<file path="src/rtl/scanner_ctrl_param.sv">
// scanner_ctrl_param: parametrised scanner handshake FSM with buffer-occupancy model; SCANNER_IDLE_TIMEOUT_EN enables IDLE auto-flush
module scanner_ctrl_param #(
  parameter int SCAN_CYCLES = 10,
  parameter int FLUSH_CYCLES = 5,
  parameter int STBY_LEAD = 2,
  parameter int SCAN_LEAD = 1,
  parameter int FLUSH_LEAD = 4,
  parameter int DEPTH = 16,
  parameter int CNT_W = 8,
  parameter int IDLE_TIMEOUT = 32,
  localparam int LVL_W = $clog2(DEPTH + 1)
) (
  input  logic             clk,
  input  logic             reset,
  input  logic [2:0]       userInput,
  input  logic [1:0]       receiveComm,
  output logic [1:0]       transmitComm,
  output logic [2:0]       ps,
  output logic [CNT_W-1:0] count,
  output logic [LVL_W-1:0] bufLevel,
  output logic             dataValid,
  output logic             overflow
);
  localparam logic [2:0] LOWPOWER = 3'b000;
  localparam logic [2:0] STANDBY = 3'b001;
  localparam logic [2:0] COLLECTING = 3'b010;
  localparam logic [2:0] IDLE = 3'b011;
  localparam logic [2:0] TRANSFERRING = 3'b100;
  localparam logic [2:0] FLUSHING = 3'b101;
  localparam logic [CNT_W-1:0] SCAN_LAST = CNT_W'(SCAN_CYCLES - 1);
  localparam logic [CNT_W-1:0] FLUSH_LAST = CNT_W'(FLUSH_CYCLES - 1);
  localparam logic [CNT_W-1:0] IDLE_LAST = CNT_W'(IDLE_TIMEOUT - 1);
  localparam logic [CNT_W-1:0] STBY_AT = CNT_W'(SCAN_CYCLES - 1 - STBY_LEAD);
  localparam logic [CNT_W-1:0] SCAN_AT = CNT_W'(SCAN_CYCLES - 1 - SCAN_LEAD);
  localparam logic [CNT_W-1:0] FLUSH_AT = CNT_W'(SCAN_CYCLES - 1 - FLUSH_LEAD);
  localparam bit STBY_ON = STBY_LEAD < SCAN_CYCLES;
  localparam bit SCAN_ON = SCAN_LEAD < SCAN_CYCLES;
  localparam bit FLUSH_ON = FLUSH_LEAD < SCAN_CYCLES;
  localparam logic [LVL_W-1:0] FULL = LVL_W'(DEPTH);
`ifdef SCANNER_IDLE_TIMEOUT_EN
  localparam bit IDLE_RUN = 1'b1;
`else
  localparam bit IDLE_RUN = 1'b0;
`endif

  logic [2:0] ns;
  logic       idle_to;
  logic       cnt_run;

  assign idle_to = IDLE_RUN && count == IDLE_LAST;
  assign cnt_run = ps == COLLECTING || ps == FLUSHING || (IDLE_RUN && ps == IDLE);
  assign dataValid = ps == TRANSFERRING;
  // flush lead outranks scan lead, which outranks standby lead, when they land on the same count
  assign transmitComm = ps != COLLECTING ? 2'b00 :
                        (FLUSH_ON && count == FLUSH_AT) ? 2'b11 :
                        (SCAN_ON && count == SCAN_AT) ? 2'b10 :
                        (STBY_ON && count == STBY_AT) ? 2'b01 : 2'b00;

  // next-state selection; peer commands outside their consuming state fall through unused
  always_comb begin
    ns = LOWPOWER;
    case (ps)
      LOWPOWER: ns = (userInput[0] || receiveComm == 2'b01) ? STANDBY : LOWPOWER;
      STANDBY: ns = (userInput[2] || receiveComm == 2'b10) ? COLLECTING : STANDBY;
      COLLECTING: ns = count == SCAN_LAST ? IDLE : COLLECTING;
      IDLE: ns = userInput[1] ? TRANSFERRING : (receiveComm == 2'b11 || idle_to) ? FLUSHING : IDLE;
      TRANSFERRING: ns = bufLevel <= LVL_W'(1) ? LOWPOWER : TRANSFERRING;
      FLUSHING: ns = count == FLUSH_LAST ? LOWPOWER : FLUSHING;
      default: ns = LOWPOWER;
    endcase
  end

  // state register and per-state timer that restarts on every transition
  always_ff @(posedge clk or posedge reset) begin
    if (reset) begin
      ps <= LOWPOWER;
      count <= '0;
    end else begin
      ps <= ns;
      count <= (ns != ps || !cnt_run) ? '0 : count + CNT_W'(1);
    end
  end

  // buffer occupancy: fill while collecting, drain while transferring, dump at end of flush
  always_ff @(posedge clk or posedge reset) begin
    if (reset) begin
      bufLevel <= '0;
      overflow <= 1'b0;
    end else begin
      bufLevel <= ps == COLLECTING ? (bufLevel == FULL ? FULL : bufLevel + LVL_W'(1)) :
                  ps == TRANSFERRING ? (bufLevel == '0 ? '0 : bufLevel - LVL_W'(1)) :
                  (ps == FLUSHING && ns == LOWPOWER) ? '0 : bufLevel;
      overflow <= (ns == LOWPOWER && ps != LOWPOWER) ? 1'b0 :
                  overflow | (ps == COLLECTING && bufLevel == FULL);
    end
  end
endmodule

</file>
<file path="config.mk">
export PLATFORM = sky130hd
export DESIGN_NAME = scanner_ctrl_param
export DESIGN_NICKNAME = d
export VERILOG_FILES = /design/src/rtl/scanner_ctrl_param.sv
export SDC_FILE = /design/constraint.sdc
export NUM_CORES = 1
export LEC_CHECK = 0
export ABC_AREA = 1
export CORE_MARGIN = 8
export CORE_UTILIZATION = 50
export DETAILED_ROUTE_END_ITERATION = 8
export PLACE_DENSITY = 0.79
export SLEW_MARGIN = 15
export SYNTH_ARGS = -nofsm -noshare
export SYNTH_HDL_FRONTEND = slang
export SYNTH_SLANG_ARGS = --single-unit
export TNS_END_PERCENT = 100
</file>
<file path="constraint.sdc">
create_clock -name clk -period 2.9 [get_ports clk]
set_input_delay 0.58 -clock clk [delete_from_list [all_inputs] [get_ports clk]]
set_output_delay 0.58 -clock clk [all_outputs]
set_load 0.1 [all_outputs]
</file>
==> impl_metrics.py <==
metrics = {
    "status": {
        "status": "complete, no violations",
    },
    "logic_synthesis": {
        "synth_seq_area_share_pct": 35.0,
        "synthesis.yosys.warnings": 0,
        "synth-edff-count": 0,
        "postSynth.asyncResetShare_pct": 100,
        "postSynthNetCount": 173,
        "synth_ff_type": "sky130_fd_sc_hd__dfrtp_1",
        "avg_synthesized_cell_area_sq_um": 7.65,
        "yosys.area.top_type": "sky130_fd_sc_hd__dfrtp_1",
        "syn_area_sq_um": 1220,
        "yosysTopAreaCellShare_pct": 35.0,
        "post_synth_most_frequent_cells": "sky130_fd_sc_hd__nand2_1, sky130_fd_sc_hd__inv_1, sky130_fd_sc_hd__nor2_1",
        "most_repeated_cell_in_the_gate_level_netlist_after_synthesis": "sky130_fd_sc_hd__nand2_1",
        "ys_types": 27,
        "synth_top_cells_by_area": "sky130_fd_sc_hd__dfrtp_1, sky130_fd_sc_hd__nand2_1, sky130_fd_sc_hd__inv_1, sky130_fd_sc_hd__ha_1, sky130_fd_sc_hd__nand3_1",
        "number_of_standard_cells_after_synthesis": 159,
        "postSynthRegisterBits": 17,
    },
    "placement": {
        "place_area_sq_um": 1480,
        "gp_congestion": 0.821,
        "quantity_of_i_o_buffers_inserted_on_ports": 26,
        "hpwlAfterDp_um": 2340,
        "pre_cts_slack_ns": 0.844,
    },
    "clocking": {
        "postCtsResizedCells": 0,
        "cts_tree": "built",
        "cts-buffers-inserted": 3,
        "cts-root-buf": "sky130_fd_sc_hd__clkbuf_4",
        "clk_transition_reported_paths_ns": 0.10,
        "holdBufCountCts": 0,
        "clk_latency_ns": 0.29,
        "cts.repair_timing.setup_buffer_count": 0,
        "clkSinkCount": 17,
        "clock_path_buffers": 2,
        "htree_levels": 1,
    },
    "finish": {
        "finish.instance_area_sq_um": 1510,
        "drive_above_1_share_pct": 22.9,
        "area_delta_synth_final_pct": 24.2,
        "finalNetCount": 203,
        "diodes": 0,
    },
    "floorplan": {
        "core-area_sq_um": 2390,
        "start_util_pct": 50.9,
        "design.die.area_sq_um": 4270,
        "io-pin-count": 27,
        "chipWidth_um": 65.3,
        "floorplan.die.height_um": 65.3,
        "fp-row-count": 18,
    },
    "timing": {
        "post-route-period-util_pct": 80.0,
        "max_slew.worst_pin.slew_ns": 0.659,
        "fin_crit_ns": 2.32,
        "drv_slew": 0,
        "finalSetupViolations": 0,
        "max_freq_mhz": 431,
        "setup_ws_final_ns": 0.579,
        "setup_repair_after_global_routing_missed_its_margin": "false",
        "timing.final.hold_violations": 0,
        "worst_slew_margin_rel_pct": 56.0,
        "setup_total_negative_slack_ns": 0,
        "timing.hold.ws_ns": 0.539,
        "finClkSkew_ns": 0.00463,
    },
    "global_route": {
        "globalRouteOverflowTotal": 0,
        "total_global_route_track_usage_pct": 14.2,
        "grt_pass1_wl_um": 4940,
        "antenna_found_initial": 0,
        "grt_pass1_vias": 1132,
        "largest_net_degree_at_the_start_of_global_routing": 18,
    },
    "critical_path": {
        "path_class": "flop to primary output",
        "endpoint_kind": "primary output",
        "startpoint_class_of_the_critical_path": "flop",
        "worst_ep_arrival_ns": 1.74,
        "r2r_setup_slack_ns": 1.21,
        "required_ns": 2.32,
        "r2r_cells": 9,
        "critPathMaxFanout": 6,
        "critical_path.reg2reg.startpoint": "count[0]",
        "timing.rr.end": "bufLevel[1]",
    },
    "pwr": {
        "cellLeakagePower_nw": 0.783,
        "power.net_switching_mw": 1.09,
        "clockPowerShare_pct": 7.4,
        "pwrdens_nw_per_um2": 1160,
        "seq_power_share_pct": 23.0,
        "intPower_uw": 654,
        "post-layout-total-power_mw": 1.75,
        "max-vdd-ir-drop_v": 0.000731,
        "netSwitchingFraction_pct": 62.5,
        "p_comb_share_pct": 69.6,
    },
    "worst_hold_path": {
        "worstHoldPathType": "flop to flop",
        "worst_hold_start": "overflow",
        "hold_path_end": "overflow",
        "cell_count_of_the_worst_hold_path": 2,
    },
    "drt": {
        "drt_first_iter_violations": 73,
        "detail_route.first_pass.iterations": 4,
        "drtAntennaViolNets": 0,
        "route.vias.total": 1113,
        "mean_routed_wirelength_per_cell_um": 13.4,
        "vias_per_cell": 5.11,
        "detail_route.drc_violations": 0,
        "routed_wl_um": 2910,
    },
    "job": {
        "max-cap-violations": 0,
    },
}
[cell families after synthesis]
logic type | after synthesis | synth area share, %
compound gates | 17 | 9.36
simple gates | 79 | 33.4
flops | 17 | 35.0
xor+xnor | 7 | 5.04
buf+inv | 32 | 9.98
fa+ha+maj | 7 | 7.20
[registers in the layout (all words and copies together) (netlist names)]
register  cells
bufLevel      5
count         8
overflow      1
ps            3
[metal layers]
| metal | track usage, % | share of wire, % | vias to the layer above |
|---|---|---|---|
| met4 | 4.63 | 1.0 | 0 |
| met2 | 26.2 | 52 | 25 |
| met3 | 3.23 | 4.6 | 4 |
| li1 | - | - | 560 |
| met5 | 0 | 0 | - |
| met1 | 15.7 | 42 | 524 |
[power by group through the flow]
| stage | sequential, mW | clock (mW) | combinational (mW) |
|---|---|---|---|
| after floorplan | 0.829 | 0 | 0.546 |
| after global placement | 0.401 | 0 | 1.19 |
| after detailed placement | 0.407 | 0 | 1.22 |
| after CTS | 0.403 | 0.135 | 1.22 |
| after global routing | 0.417 | 0.144 | 1.31 |
| final | 0.402 | 0.129 | 1.22 |
[per-stage QoR]
stage | util [%] | cells
after floorplan | - | 159
after global placement | 62.1 | 214
after detailed placement | 62.1 | 214
after CTS | 63.3 | 218
after global routing | 63.3 | 218
final | 63.3 | 218
[placed cells by master, fill, tap and decap left out, drive strengths merged, types with 3 or more instances in the layout]
cell type      Yosys  routed
nand2             33      33
inv               31      31
nor2              21      21
buf                1      20
dfrtp             17      17
nand3             16      16
ha                 7       7
nor3               7       7
a21oi              6       6
clkdlybuf4s50      0       6
xor2               5       5
o21ai              5       5
clkbuf             0       3
[worst max-delay path by stage]
stage / start / end / slack, ns / cells past startpoint
6_report: count[0] / transmitComm[1] / 0.58 / 5
5_1_grt: count[1] / transmitComm[1] / 0.47 / 5
4_1_cts: count[0] / transmitComm[1] / 0.57 / 5
3_5_place_dp: receiveComm[0] / count[0] / 0.84 / 8
3_3_place_gp: receiveComm[0] / count[7] / 0.92 / 8
2_1_floorplan: count[2] / transmitComm[1] / 0.06 / 4
[area by class of cell]
class	count	area, sq um
fillers	228	877
repair buffers	26	210
inverters	31	116
clock inverters	1	5.00
well taps	30	37.5
clock buffers	3	22.5
flip-flops and latches	17	425
multi-input cells	110	693
[critical path, stage by stage (launching register included)]
cell,delay [ns]
sky130_fd_sc_hd__dfrtp_1,0.46
sky130_fd_sc_hd__inv_1,0.09
sky130_fd_sc_hd__ha_1,0.17
sky130_fd_sc_hd__nand3_1,0.14
sky130_fd_sc_hd__a211oi_4,0.27
sky130_fd_sc_hd__buf_4,0.32
(Power assumes the default switching activity.)
